===== config.mk =====
export PLATFORM = sky130hd
export DESIGN_NAME = stopwatch_ctrl
export DESIGN_NICKNAME = d
export VERILOG_FILES = /design/src/rtl/stopwatch_ctrl.sv
export SDC_FILE = /design/constraint.sdc
export NUM_CORES = 1
export LEC_CHECK = 0
export BUFFER_PORTS_ARGS = -buffer_cell sky130_fd_sc_hd__buf_2
export CORE_MARGIN = 10
export CORE_UTILIZATION = 55
export CTS_CLUSTER_SIZE = 16
export DETAILED_ROUTE_END_ITERATION = 12
export GPL_TIMING_DRIVEN = 0
export PLACE_DENSITY = 0.71
export SLEW_MARGIN = 25
export SYNTH_ARGS = -nofsm -noshare
export SYNTH_HDL_FRONTEND = slang
export SYNTH_SLANG_ARGS = --single-unit

===== constraint.sdc =====
create_clock -name i_clk -period 3.2 [get_ports i_clk]
set_clock_uncertainty 0.05 [all_clocks]
set_input_delay 0.64 -clock i_clk [delete_from_list [all_inputs] [get_ports i_clk]]
set_output_delay 0.64 -clock i_clk [all_outputs]
set_load 0.05 [all_outputs]

===== src/rtl/stopwatch_ctrl.sv =====
// Stopwatch mode controller: RUN / PAUSED / ADJUST state machine, 1 Hz and 2 Hz
// tick dividers, and the registered enables / blink strobe for the counter chain.
module stopwatch_ctrl #(
   parameter int TICK_1HZ  = 100_000_000,
   parameter int TICK_2HZ  = 50_000_000,
   parameter int BLINK_DIV = 25_000_000
) (
   input  logic       i_clk,
   input  logic       i_rst,
   input  logic       i_pause,
   input  logic       i_adj,
   input  logic       i_sel,
   input  logic       i_sec_carry,
   output logic       o_sec_en,
   output logic       o_min_en,
   output logic       o_blink,
   output logic [1:0] o_mode
);

   localparam int W1 = $clog2(TICK_1HZ);
   localparam int W2 = $clog2(TICK_2HZ);
   localparam int WB = $clog2(BLINK_DIV);

   localparam logic [W1-1:0] C1_LAST = W1'(TICK_1HZ - 1);
   localparam logic [W2-1:0] C2_LAST = W2'(TICK_2HZ - 1);
   localparam logic [WB-1:0] CB_LAST = WB'(BLINK_DIV - 1);

   typedef enum logic [1:0] {
      ST_RUN    = 2'b00,
      ST_PAUSED = 2'b01,
      ST_ADJUST = 2'b10
   } state_t;

   state_t          r_state;
   state_t          w_next;
   logic            r_pause_q;
   logic [W1-1:0]   r_div1;
   logic [W2-1:0]   r_div2;
   logic [WB-1:0]   r_divb;
   logic            r_sec_en;
   logic            r_min_en;
   logic            r_blink;

   logic            w_pause_ev;
   logic            w_adj_stay;
   logic            w_wrap1;
   logic            w_wrap2;
   logic            w_wrapb;
   logic            w_sec_en_d;
   logic            w_min_en_d;

   assign w_pause_ev = i_pause & ~r_pause_q;

   // Next state and next enable values. ADJUST work is gated on staying in
   // ADJUST, so the exit edge neither toggles blink nor issues an enable.
   always_comb begin
      w_next     = r_state;
      w_sec_en_d = 1'b0;
      w_min_en_d = 1'b0;

      case (r_state)
         ST_RUN: begin
            if (i_adj)
               w_next = ST_ADJUST;
            else if (w_pause_ev)
               w_next = ST_PAUSED;
         end
         ST_PAUSED: begin
            if (i_adj)
               w_next = ST_ADJUST;
            else if (w_pause_ev)
               w_next = ST_RUN;
         end
         ST_ADJUST: begin
            if (!i_adj)
               w_next = ST_PAUSED;
         end
         default: w_next = ST_RUN;
      endcase

      w_adj_stay = (r_state == ST_ADJUST) && (w_next == ST_ADJUST);
      w_wrap1    = (r_state == ST_RUN) && (r_div1 == C1_LAST);
      w_wrap2    = w_adj_stay && (r_div2 == C2_LAST);
      w_wrapb    = w_adj_stay && (r_divb == CB_LAST);

      if (w_wrap1) begin
         w_sec_en_d = 1'b1;
         w_min_en_d = i_sec_carry;
      end else if (w_wrap2) begin
         w_sec_en_d = i_sel;
         w_min_en_d = ~i_sel;
      end
   end

   always_ff @(posedge i_clk or posedge i_rst) begin
      if (i_rst) begin
         r_state   <= ST_RUN;
         r_pause_q <= 1'b0;
      end else begin
         r_state   <= w_next;
         r_pause_q <= i_pause;
      end
   end

   // The 1 Hz divider freezes while PAUSED and drops any partial second in ADJUST.
   always_ff @(posedge i_clk or posedge i_rst) begin
      if (i_rst) begin
         r_div1 <= '0;
      end else if (r_state == ST_RUN) begin
         if (w_wrap1)
            r_div1 <= '0;
         else
            r_div1 <= r_div1 + 1'b1;
      end else if (r_state == ST_ADJUST) begin
         r_div1 <= '0;
      end
   end

   always_ff @(posedge i_clk or posedge i_rst) begin
      if (i_rst) begin
         r_div2 <= '0;
      end else if (w_adj_stay) begin
         if (w_wrap2)
            r_div2 <= '0;
         else
            r_div2 <= r_div2 + 1'b1;
      end else begin
         r_div2 <= '0;
      end
   end

   always_ff @(posedge i_clk or posedge i_rst) begin
      if (i_rst) begin
         r_divb  <= '0;
         r_blink <= 1'b0;
      end else if (w_adj_stay) begin
         if (w_wrapb) begin
            r_divb  <= '0;
            r_blink <= ~r_blink;
         end else begin
            r_divb  <= r_divb + 1'b1;
         end
      end else begin
         r_divb  <= '0;
         r_blink <= 1'b0;
      end
   end

   always_ff @(posedge i_clk or posedge i_rst) begin
      if (i_rst) begin
         r_sec_en <= 1'b0;
         r_min_en <= 1'b0;
      end else begin
         r_sec_en <= w_sec_en_d;
         r_min_en <= w_min_en_d;
      end
   end

   assign o_sec_en = r_sec_en;
   assign o_min_en = r_min_en;
   assign o_blink  = r_blink;
   assign o_mode   = r_state;

endmodule


==> reports/qor.yml <==
cts:
  cts-root-buf: "clkbuf_8"
  post_cts_buffers: 0
  clk_pin_slew_ns: 0.08
  cts_hold_buf: 0
  clk_path_buf_depth: 2
  clk_latency_ns: 0.37
  clock_sinks: 84
  cts_buffers: 9
  ctsResizeCount: 0
  htreeDepth: 3
  cts_tree: "built"
global_routing:
  grt-ovfl-total: 0
  use_met1_pct: 21.9
  use_met3_pct: 3.87
  grt_max_degree: 47
  antenna_found_initial: 0
  grt_pass1_wl_um: 15700
  grt_pass1_vias: 3341
  met2_usage_pct: 26.0
  top_usage_layer: "met2"
  track_usage_pct: 16.3
logic_synthesis:
  synth-seq-cells: 84
  yosys.area.top_type: "dfrtp_1"
  async_flop_share_pct: 100
  ys.flop_type: "dfrtp_1"
  postSynthCellCount: 446
  ys_seq_area_share_pct: 49.0
  synth.area.top_cells: "dfrtp_1, xor2_1, nor2_1, nand3_1, nand2_1"
  synth_top_area_share_pct: 49.0
  ys_warn_count: 0
  synth-edff-count: 0
  synth_nets: 455
  ys_types: 52
  mappedNetlistArea_um2: 4290
  syn_area_per_cell_um2: 9.62
status:
  outcome: "completed"
setup_path:
  cp.arrival_ns: 2.55
  r2r_start: "r_div1[0]$_DFFE_PP0P_"
  start_kind: "flip-flop"
  r2r_setup_slack_ns: 0.82
  reg2reg_depth: 6
  required_ns: 3.37
  critPathMaxFanout: 8
  crit_start: "r_div1[0]$_DFFE_PP0P_"
  r2r_end: "r_div1[26]$_DFFE_PP0P_"
  critPathKind: "reg -> reg"
  crit_end: "r_div1[26]$_DFFE_PP0P_"
  critPathCaptureType: "flip-flop"
pwr:
  powerDensity_nw_per_um2: 457
  ir_drop_uv: 221
  leakage_nw: 2.05
finish:
  final_common_cell: "dfrtp_1"
  synthToLayoutAreaGrowth_pct: 10.1
  drive_gt1_share_pct: 10.6
  nets: 477
  final_cell_mix: "dfrtp_1, nor2_1, nand3_1, nand2_1, xor2_1"
  n_antenna_cell: 0
drt:
  via_per_inst: 5.87
  wirelength_um: 9040
  drc: 0
  drt_iter0_drc: 129
  wl_per_cell_um: 15.7
  vias: 3376
  dr.pass1.iters: 5
  drtAntennaViolNets: 0
floorplanning:
  initial_core_util_pct: 56.1
  die_w_um: 108
  dieArea_um2: 11700
  io_pins: 11
  core_area_um2: 7650
  rows: 32
  die_h_um: 108
sta:
  min_period_over_period_pct: 74.5
  fin_ws_ns: 0.817
  rsz0062_at_grt: "false"
  worstMarginPinSlew_ns: 0.794
  min_period_ns: 2.38
  slew_headroom_pct: 46.6
  hold_viol: 0
  setup_violations: 0
  clock.fmax_mhz: 420
  setup_tns_ns: 0
  drv_slew: 0
placement:
  dpl_worst_slack_ns: 0.852
  portBuffers: 10
  place_congestion: 0.869
  place_hpwl_um: 6260
run:
  drv_cap: 0
worst_hold_path:
  hold_path.class: "in -> async"
[how the worst min path moves through the flow]
stage,start,end,slack [ns],cells after the start
floorplan,r_div1[18]$_DFFE_PP0P_,r_div1[18]$_DFFE_PP0P_,0.40,1
global placement,r_div1[18]$_DFFE_PP0P_,r_div1[18]$_DFFE_PP0P_,0.44,1
detailed placement,r_div1[18]$_DFFE_PP0P_,r_div1[18]$_DFFE_PP0P_,0.45,1
CTS,i_rst,r_div2[16]$_DFF_PP0_,0.29,2
global route,i_rst,r_div2[14]$_DFF_PP0_,0.29,2
finish,i_rst,r_div2[18]$_DFF_PP0_,0.26,2
[flip-flops by register name (all words and copies together), names as in the netlist]
signal and count:
r_div2 26, r_divb 25, r_pause_q 1, o_blink 1
o_mode 2, o_sec_en 1, o_min_en 1, r_div1 27
[layout make-up]
type / instances / area (um^2)
multi-input combinational: 331 / 2060
timing repair buffer: 11 / 77.6
inverter: 12 / 47.5
fill: 654 / 2930
buffer: 19 / 82.6
clock buffer: 10 / 138
tap: 102 / 128
sequential: 84 / 2100
clock inverter: 6 / 87.6
[synthesized netlist by cell type (2+ instances only)]
| cell type | n |
|---|---|
| a21o_1 | 2 |
| nand2b_1 | 2 |
| nor4_1 | 4 |
| nand4_1 | 21 |
| clkbuf_1 | 9 |
| or2_2 | 2 |
| and4b_1 | 2 |
| nor4_4 | 3 |
| a21oi_1 | 13 |
| inv_1 | 12 |
| nor2_1 | 69 |
| or4_1 | 2 |
| xor2_1 | 36 |
| and4_1 | 5 |
| nand3_1 | 38 |
| a22o_1 | 3 |
| nor4b_1 | 3 |
| xnor2_1 | 11 |
| mux2i_1 | 3 |
| nor3b_1 | 2 |
| or3_1 | 2 |
| buf_2 | 9 |
| nand2_1 | 36 |
| and3_1 | 15 |
| nor4_2 | 3 |
| o31ai_1 | 2 |
| dfrtp_1 | 84 |
| a31oi_1 | 12 |
| o21ai_0 | 11 |
| nand3b_1 | 2 |
| ha_1 | 3 |
| a41oi_1 | 5 |
[worst max-delay path, cell delays in order (launching register included)]
cell and delay (ns):
dfrtp_1 0.45, ha_1 0.27, nand3_2 0.19, nor4_2 0.76, nand2_1 0.20, o21ai_0 0.22
a31oi_1 0.10
[per-stage QoR]
| stage | util (%) | power (W) | instances | hold WS, ns | cell area, um^2 |
|---|---|---|---|---|---|
| after floorplan | - | 0.00126 | 446 | 0.395 | 4290 |
| after global placement | 58.4 | 0.00131 | 558 | 0.436 | 4470 |
| after detailed placement | 58.8 | 0.00132 | 559 | 0.447 | 4500 |
| after CTS | 61.7 | 0.00217 | 575 | 0.287 | 4720 |
| after global routing | 61.7 | 0.00225 | 575 | 0.292 | 4720 |
| final | 61.7 | 0.00216 | 575 | 0.264 | 4720 |
[cells by family after synthesis]
group | count (synthesis) | share of synthesized area, %
and+or+nand+nor | 219 | 27.7
muxes | 3 | 0.700
DFF | 84 | 49.0
adders and majority gates | 3 | 0.875
AOI/OAI and AO/OA | 59 | 9.13
xor gates and xnor gates | 47 | 9.60
buffers and inverters | 31 | 2.98
[where the power goes]
group	internal [W]	total [W]	switching (W)
registers	0.00108	0.00112	0.0000359
logic	0.0000520	0.000182	0.000130
clock network	0.000459	0.000855	0.000396
[layer usage]
metal | vias up | routed length, um
met5 | - | 0
met4 | 0 | 101
met3 | 14 | 395
met2 | 65 | 4330
met1 | 1676 | 4210
li1 | 1621 | -
Note: power is estimated with default switching activity, not from simulation.
